File: src/rtl/wide_adder_pkg.sv
// rtl/wide_adder_pkg.sv - shared types and constants for the multi-word sequential adder
package wide_adder_pkg;

  typedef enum logic [1:0] {
    IDLE = 2'd0,
    ADD  = 2'd1,
    DONE = 2'd2
  } wide_add_state_t;

  localparam int DEFAULT_WORDS = 4;

  // Word counter width; kept at least 1 bit so a degenerate count still has a register.
  function automatic int cnt_width(input int words);
    return (words > 1) ? $clog2(words) : 1;
  endfunction

  localparam int DEFAULT_CNT_W = cnt_width(DEFAULT_WORDS);

endpackage

File: src/rtl/adder_32.sv
// rtl/adder_32.sv - combinational word adder with carry-in and carry-out
module adder_32 #(
  parameter int WIDTH = 32
) (
  input  logic [WIDTH-1:0] a_i,
  input  logic [WIDTH-1:0] b_i,
  input  logic             carry_i,
  output logic [WIDTH-1:0] sum_o,
  output logic             carry_o
);

  assign {carry_o, sum_o} = {1'b0, a_i} + {1'b0, b_i} + {{WIDTH{1'b0}}, carry_i};

endmodule

File: src/rtl/wide_adder_seq.sv
// rtl/wide_adder_seq.sv - word-serial wide adder around one adder_32; WIDE_ADDER_SEQ_OVF_EN adds ovf_o
module wide_adder_seq
  import wide_adder_pkg::*;
#(
  parameter int WIDTH = 32,
  parameter int WORDS = DEFAULT_WORDS
) (
  input  logic                   clk_i,
  input  logic                   rst_i,
  input  logic                   start_i,
  input  logic [WIDTH*WORDS-1:0] a_i,
  input  logic [WIDTH*WORDS-1:0] b_i,
  input  logic                   carry_i,
  output logic                   ready_o,
  output logic                   valid_o,
  output logic [WIDTH*WORDS-1:0] sum_o,
  output logic                   carry_o
`ifdef WIDE_ADDER_SEQ_OVF_EN
  ,
  output logic                   ovf_o
`endif
);

  localparam int CW = cnt_width(WORDS);

  wide_add_state_t state, state_next;

  logic [CW-1:0]                cnt;
  logic [WORDS-1:0][WIDTH-1:0]  a_reg;
  logic [WORDS-1:0][WIDTH-1:0]  b_reg;
  logic [WORDS-1:0][WIDTH-1:0]  sum_reg;
  logic                         carry_reg;
  logic [WIDTH-1:0]             add_sum;
  logic                         add_carry;
  logic                         last_word;

  assign last_word = (cnt == CW'(WORDS - 1));

  adder_32 #(
    .WIDTH(WIDTH)
  ) u_adder (
    .a_i    (a_reg[cnt]),
    .b_i    (b_reg[cnt]),
    .carry_i(carry_reg),
    .sum_o  (add_sum),
    .carry_o(add_carry)
  );

  always_ff @(posedge clk_i or posedge rst_i) begin
    if (rst_i) begin
      state <= IDLE;
    end else begin
      state <= state_next;
    end
  end

  always_comb begin
    state_next = state;
    ready_o    = 1'b0;
    valid_o    = 1'b0;
    case (state)
      IDLE: begin
        ready_o = 1'b1;
        if (start_i) begin
          state_next = ADD;
        end
      end
      ADD: begin
        if (last_word) begin
          state_next = DONE;
        end
      end
      DONE: begin
        valid_o    = 1'b1;
        state_next = IDLE;
      end
      default: state_next = IDLE;
    endcase
  end

  // Operands are captured once so the caller may change a_i/b_i during the add.
  always_ff @(posedge clk_i or posedge rst_i) begin
    if (rst_i) begin
      cnt       <= '0;
      a_reg     <= '0;
      b_reg     <= '0;
      sum_reg   <= '0;
      carry_reg <= 1'b0;
    end else begin
      case (state)
        IDLE: begin
          if (start_i) begin
            a_reg     <= a_i;
            b_reg     <= b_i;
            carry_reg <= carry_i;
            cnt       <= '0;
          end
        end
        ADD: begin
          sum_reg[cnt] <= add_sum;
          carry_reg    <= add_carry;
          if (!last_word) begin
            cnt <= cnt + CW'(1);
          end
        end
        default: ;
      endcase
    end
  end

  assign sum_o   = sum_reg;
  assign carry_o = carry_reg;

`ifdef WIDE_ADDER_SEQ_OVF_EN
  logic ovf_reg;

  // Signed overflow only depends on the top word, so it is captured with the final word.
  always_ff @(posedge clk_i or posedge rst_i) begin
    if (rst_i) begin
      ovf_reg <= 1'b0;
    end else if (state == ADD && last_word) begin
      ovf_reg <= (a_reg[WORDS-1][WIDTH-1] == b_reg[WORDS-1][WIDTH-1]) &&
                 (add_sum[WIDTH-1] != a_reg[WORDS-1][WIDTH-1]);
    end
  end

  assign ovf_o = ovf_reg;
`endif

endmodule
File: config.mk
export PLATFORM = sky130hd
export DESIGN_NAME = wide_adder_seq
export DESIGN_NICKNAME = d
export VERILOG_FILES = /design/src/rtl/wide_adder_pkg.sv /design/src/rtl/adder_32.sv /design/src/rtl/wide_adder_seq.sv
export SDC_FILE = /design/constraint.sdc
export NUM_CORES = 1
export LEC_CHECK = 0
export BUFFER_PORTS_ARGS = -buffer_cell sky130_fd_sc_hd__buf_2
export CORE_MARGIN = 2
export CORE_UTILIZATION = 59
export DETAILED_ROUTE_END_ITERATION = 8
export GPL_TIMING_DRIVEN = 0
export PLACE_DENSITY = 0.86
export REMOVE_ABC_BUFFERS = 1
export SLEW_MARGIN = 15
export SYNTH_ARGS = -nofsm -noshare
export SYNTH_HDL_FRONTEND = slang
export SYNTH_SLANG_ARGS = --single-unit
export TNS_END_PERCENT = 20
File: constraint.sdc
create_clock -name clk_i -period 40.2 [get_ports clk_i]
set_clock_uncertainty 0.15 [all_clocks]
set_input_delay 6.03 -clock clk_i [delete_from_list [all_inputs] [get_ports clk_i]]
set_output_delay 6.03 -clock clk_i [all_outputs]
set_load 0.05 [all_outputs]
==> results of run 1 <==
[worst min-delay path: cells and delay by family, from the launching register on]
family / cells / cell delay (ps)
simple gates: 1 / 50
compound gates: 1 / 60
flops: 1 / 330
[cells in the mapped netlist, drive strengths merged, types with 5 or more instances]
master,count,share of area
dfrtp,389,0.56
mux2,261,0.17
nand2,149,0.032
o21ai,143,0.042
mux4,64,0.083
clkbuf,50,0.011
a21oi,35,0.010
ha,35,0.025
buf,25,0.0065
nor2,18,0.0039
xor2,16,0.0085
a21o,15,0.0065
xnor2,13,0.0074
inv,11,0.0024
nand3,8,0.0023
nand2b,7,0.0025
nand4,6,0.0022
a31oi,5,0.0018
o21a,5,0.0022
[final timing paths]
check	start	to	slack, ps	depth (start not counted)
max	state[0]	ready_o	32530	2
min	sum_o[45]	sum_o[45]	320	2
max reg2reg	cnt[1]	sum_o[61]	35530	12
min reg2reg	sum_o[45]	sum_o[45]	320	2
max in group asynchronous	rst_i	cnt[0]	33230	4
min in group asynchronous	rst_i	b_reg[109]	5330	2
[placed cells by master, fill, tap and decap left out, types with 15 or more instances in the layout]
cell type  instances
o21ai_1           33
buf_2            390
nand2_1          145
dfrtp_1          387
mux2_2           261
nor2_1            18
mux4_2            64
xor2_1            15
ha_1              35
clkbuf_16         43
a21o_1            15
a21oi_1           34
o21ai_0          107
[metal layers]
layer	GRT usage	wire [um]	part of all wire
met2	0.501	22200	0.50
met5	0	0	0
met3	0.0667	3560	0.079
met1	0.366	16900	0.38
met4	0.127	2190	0.049
[logic make-up (layout without fill, tap and decap cells)]
family	count (synthesis)	in the layout	share of synthesized area
multiplexers	325	325	0.252
buffers and inverters	86	488	0.0196
flip-flops	389	389	0.560
AO/OA/AOI/OAI	224	224	0.0768
adder cells (fa/ha/maj)	37	37	0.0275
AND/OR/NAND/NOR	203	203	0.0488
XOR/XNOR	29	29	0.0159
[layout make-up]
class                   instances  area, um2  share of cell area
flip-flops and latches        389       9740               0.457
clock buffers                  64       1240              0.0584
multi-input cells             818       7330               0.344
inverters                      11       48.8             0.00229
well taps                     384        480              0.0225
repair buffers                405       2330               0.109
clock inverters                 8        150             0.00704
[stage by stage]
step                      setup slack (ps)   util  instance area (um2)
after floorplan                      23210      -                17100
after global placement               19690  0.677                19500
after detailed placement             32400  0.691                19900
after CTS                            32520  0.739                21300
after global routing                 32460  0.739                21300
final                                32530  0.739                21300
==> results_dict.tcl, run 1 <==
set metrics [dict create \
    cp.arrival_ps 1490 \
    cp_cell_sequence "nor2_1, buf_2" \
    die_height_um 176 \
    routed_via_density 5.87 \
    synth_cell_types 52 \
    grt_setup_unrepaired "no" \
    cts_buffers 41 \
    rows 62 \
    cts_buffer_depth 3 \
    relSlewSlack 0.570 \
    post-route-period-util 0.191 \
    wl_per_cell_um 21.6 \
    fin_hold_ws_ps 324 \
    fin_crit_ps 7670 \
    max_stage_delay_ps 470 \
    dieArea_mm2 0.0309 \
    grt_remaining_overflow 0 \
    drive_gt1_frac 0.480 \
    postRouteAntennaNets 0 \
    grtUsageTotal 0.295 \
    max_freq_mhz 130 \
    clkLatencyLatePin_ps 520 \
    hold_viol 0 \
    die_width_um 176 \
    synth_flop_cell "dfrtp_1" \
    setup_viol 0 \
    required_ps 34020 \
    syn-cell-area_mm2 0.0174 \
    grt_pass1_vias 13100 \
    report.final.slew_viol_count 0 \
    drtPass1Iterations 5 \
    cts_setup_buffers 0 \
    crit_buf_inv 1 \
    grt_max_degree 116 \
    cts_root_buffer "clkbuf_16" \
    nNetsFinal 1963 \
    cts_hold_buffers 0 \
    top_level_ports 391 \
    synth_seq_cells 389 \
    cts.clk_slew.worst_paths_ps 60 \
    hold_path.class "register to register" \
    synth_edf_count 0 \
    cts_sinks 389 \
    io_buffers 390 \
    stdcell_count 2079 \
    drc_errors 0 \
    crit_family "flip-flops" \
    worstPathMaxFanout 9 \
    crit_type "register to output pin" \
    status "complete, no violations" \
    syn_area_per_cell_um2 13.5 \
    dp_hpwl_um 32400 \
    numPlacedInstances 2007 \
    tns_ps 0 \
    drt_wl_total_um 44900 \
    crit_path_end_kind "output pin" \
    antenna_found_initial 0 \
    num_antenna_cells 0 \
    initialDrtViolationCount 893 \
    start_util 0.603 \
    async_flop_share 1.00 \
    routabilityCongestion 0.853 \
    worstMarginPinSlew_ps 643 \
    cp_slowest_cell "dfrtp_1" \
    cts_resized 0 \
    cts_tree "built" \
    ys.warnings.count 0 \
    via_count 12200 \
    grt_pass1_wl_um 70600 \
    coreArea_mm2 0.0289 \
    ys_seq_area_frac 0.560 \
    area_growth_syn_to_layout_pct 22.6 \
    critPathLaunchType "register" \
    fill_cells 1781 \
    cap_viol_max_count 0 \
    htree_levels 2 \
    syn_inst 1293 \
]
Power of run 1 is not shown: default switching activity piles up to over one toggle a cycle in this logic, so the estimate is an artifact.
==> run 2, diff against run 1 <==
Settings changed: CORE_UTILIZATION 59 to 55, PLACE_DENSITY 0.86 to 0.81.
Clock period 40.2 ns to 8.03 ns, I/O delays scaled along.
==> results_dict.tcl, run 2 (synthesis gave the netlist of run 1 again) <==
set metrics [dict create \
    status "complete, no violations" \
    critPathLaunchType "register" \
    grt_pass1_vias 12600 \
    dieArea_mm2 0.0331 \
    wl_per_cell_um 20.5 \
    cts_tree "built" \
    setup_viol 0 \
    drc_errors 0 \
    cts_buffer_depth 3 \
    drt_wl_total_um 43100 \
    area_growth_syn_to_layout_pct 21.9 \
    postLayoutCellArea_mm2 0.0212 \
    crit_path_end_kind "register" \
    dp_hpwl_um 31500 \
    cts_setup_buffers 0 \
    worstPathMaxFanout 35 \
    fill_cells 2181 \
    hold_path.class "register to register" \
    cts_hold_buffers 0 \
    routabilityCongestion 0.796 \
    post-route-period-util 0.591 \
    grt_setup_unrepaired "no" \
    drtPass1Iterations 5 \
    numPlacedInstances 2022 \
    cap_viol_max_count 0 \
    io_buffers 390 \
    routed_via_density 5.67 \
    grt_pass1_wl_um 68600 \
    die_height_um 182 \
    placed_cell_area_mm2 0.0199 \
    regArea_mm2 0.00974 \
    tns_ps 0 \
    multi_input_area_mm2 0.00734 \
    top_level_ports 391 \
    nNetsFinal 1960 \
    start_util 0.556 \
    cts_sinks 389 \
    fin_hold_ws_ps 323 \
    grtUsageTotal 0.264 \
    cts_resized 0 \
    cp.arrival_ps 4960 \
    grt_remaining_overflow 0 \
    cts.clk_slew.worst_paths_ps 60 \
    htree_levels 2 \
    hold_viol 0 \
    relSlewSlack 0.485 \
    max_freq_mhz 211 \
    coreArea_mm2 0.0313 \
    crit_type "register to register" \
    layout_commonest_cell "buf_2" \
    fin_crit_ps 4740 \
    via_count 11900 \
    grt_max_degree 108 \
    cts_buffers 41 \
    worstMarginPinSlew_ps 772 \
    required_ps 8250 \
    clkLatencyLatePin_ps 530 \
    die_width_um 182 \
    postRouteAntennaNets 0 \
    initialDrtViolationCount 672 \
    cts_root_buffer "clkbuf_16" \
    rows 65 \
    drive_gt1_frac 0.481 \
    stdcell_count 2099 \
    mostFrequentLayoutCells "390 x buf_2, 387 x dfrtp_1, 261 x mux2_2" \
    report.final.slew_viol_count 0 \
    antenna_found_initial 1 \
]
run 2: final timing paths:
check                           depth (start not counted)  slack (ps)       from         end
min in group asynchronous                               2         650      rst_i  a_reg[109]
max in group asynchronous                               4        5590      rst_i      cnt[1]
worst max-delay path                                   13        3290     cnt[0]  sum_o[124]
worst min register to register                          2         320  sum_o[19]   sum_o[19]
worst max register to register                         13        3290     cnt[0]  sum_o[124]
worst min-delay path                                    2         320  sum_o[19]   sum_o[19]
run 2: final cells by class:
class | count | area share
timing repair buffer | 402 | 0.106
antenna | 1 | 0.000118
sequential | 389 | 0.459
inverter | 11 | 0.00230
tap | 402 | 0.0237
clock buffer | 65 | 0.0593
clock inverter | 11 | 0.00307
multi-input combinational | 818 | 0.346
run 2: metal layers:
metal  share of wire  wire [um]  global-route usage  vias up
li1                -          -                   -     5427
met1            0.40      17300               0.336     5917
met2            0.49      21000               0.443      436
met3           0.068       2930              0.0558      118
met4           0.044       1910               0.114        2
met5         0.00030         13             0.00593        -
run 2: critical path: stages (launching register included):
cell and delay, ps:
dfrtp_4 900, mux4_2 650, fa_1 430, inv_1 90, fa_1 240, nand2b_1 180
a21o_1 160, a21oi_2 90, a2111oi_4 450, o21a_1 240, o211ai_1 200, nand2_1 200
xor2_1 480, o21ai_1 100
run 2: per-stage QoR:
stage | utilization | setup slack [ps]
global route | 0.677 | 3070
detailed placement | 0.635 | 3280
CTS | 0.677 | 3260
floorplan | - | -4140
finish | 0.677 | 3290
global placement | 0.624 | -7730
Power of run 2 is left out for the same reason.
==> run 3, diff against run 2 <==
Clock period 8.03 ns to 4.8 ns, I/O delays scaled along.
==> results_dict.tcl, run 3 (synthesis gave the netlist of run 1 again) <==
set metrics [dict create \
    htree_levels 2 \
    cts_tree "built" \
    dieArea_mm2 0.0331 \
    placed_cell_area_mm2 0.0199 \
    routabilityCongestion 0.796 \
    fin_crit_ps 4540 \
    io_buffers 390 \
    grt_max_degree 108 \
    mostFrequentLayoutCells "390 x buf_2, 387 x dfrtp_1, 261 x mux2_2" \
    crit_type "register to register" \
    dp_hpwl_um 31500 \
    reg2reg_to "sum_o[124]" \
    crit_buf_inv 1 \
    cts_setup_buffers 0 \
    max_freq_mhz 220 \
    clkLatencyLatePin_ps 530 \
    drc_errors 0 \
    postLayoutCellArea_mm2 0.0212 \
    hold_path.class "input pin to async pin" \
    cts_root_buffer "clkbuf_16" \
    worstMarginPinSlew_ps 734 \
    grt_pass1_vias 12600 \
    drt_wl_total_um 43400 \
    regToRegSetupSlack_ps 260 \
    ff2ff_path_depth 13 \
    cts_buffer_depth 3 \
    cp.arrival_ps 4760 \
    cts_buffers 41 \
    via_count 11900 \
    numPlacedInstances 2022 \
    cts_sinks 389 \
    grt_setup_unrepaired "no" \
    status "complete, no violations" \
    nNetsFinal 1961 \
    grt_pass1_wl_um 68600 \
    crit_path_end_kind "register" \
    layout_commonest_cell "buf_2" \
    drtPass1Iterations 5 \
    start_util 0.556 \
    wl_per_cell_um 20.6 \
    top_level_ports 391 \
    critPathLaunchType "register" \
    post-route-period-util 0.945 \
    required_ps 5020 \
    routed_via_density 5.68 \
    area_growth_syn_to_layout_pct 22.0 \
    worstPathMaxFanout 19 \
    crit_path_frequent_cell "fa_1" \
    cap_viol_max_count 0 \
    cts.clk_slew.worst_paths_ps 60 \
    postRouteAntennaNets 0 \
    report.final.slew_viol_count 0 \
    cts_hold_buffers 0 \
    r2r_start "cnt[0]" \
    initialDrtViolationCount 677 \
    grtUsageTotal 0.264 \
    rows 65 \
    max_stage_delay_ps 740 \
    crit_family "compound AO/OA/AOI/OAI gates" \
    hold_viol 0 \
    cts_resized 0 \
    drive_gt1_frac 0.481 \
    cp_cell_sequence "mux4_2, fa_1, inv_1, fa_1, nand2b_1, a21o_1, a21oi_2, a2111oi_4, o21a_1, o211ai_1, nand2_1, xor2_1, o21ai_1" \
    die_width_um 182 \
    coreArea_mm2 0.0313 \
    setup_viol 0 \
    utilization 0.678 \
    grt_remaining_overflow 0 \
    stdcell_count 2100 \
    antenna_found_initial 1 \
    cp_slowest_cell "dfrtp_4" \
    die_height_um 182 \
    relSlewSlack 0.511 \
]
-- run 3: final cells by class --
| cell class | instances | area [um2] |
|---|---|---|
| Antenna cell | 1 | 2.50 |
| Clock buffer | 65 | 1260 |
| Clock inverter | 11 | 65.1 |
| Fill cell | 2179 | 10100 |
| Inverter | 11 | 48.8 |
| Multi-Input combinational cell | 818 | 7340 |
| Sequential cell | 389 | 9740 |
| Tap cell | 402 | 503 |
| Timing Repair Buffer | 403 | 2270 |
-- run 3: per-layer routing --
layer | GRT usage | routed length [um] | up-vias
li1 | - | - | 5429
met1 | 0.336 | 17400 | 5942
met2 | 0.443 | 21000 | 432
met3 | 0.0558 | 3000 | 124
met4 | 0.114 | 1990 | 2
met5 | 0.00593 | 13 | -
-- run 3: worst max-delay path by stage --
| stage | startpoint | end | slack (ps) | depth (start not counted) |
|---|---|---|---|---|
| 4_1_cts | cnt[0] | sum_o[124] | 30 | 13 |
| 3_5_place_dp | cnt[0] | sum_o[124] | 50 | 13 |
| 3_3_place_gp | rst_i | a_reg[0] | -10470 | 2 |
| 5_1_grt | cnt[0] | sum_o[125] | 60 | 12 |
| 6_report | cnt[0] | sum_o[124] | 260 | 13 |
| 2_1_floorplan | rst_i | a_reg[0] | -6880 | 1 |
-- run 3: metrics by stage --
| stage | worst slack (ps) | hold slack [ps] | setup TNS, ps |
|---|---|---|---|
| 2_1_floorplan | -6880 | 326 | -3581190 |
| 3_3_place_gp | -10470 | 307 | -5668110 |
| 3_5_place_dp | 47.2 | 315 | 0 |
| 4_1_cts | 25.7 | 201 | 0 |
| 5_1_grt | 55.1 | 210 | 0 |
| 6_report | 262 | 163 | 0 |
Power of run 3 is left out for the same reason.
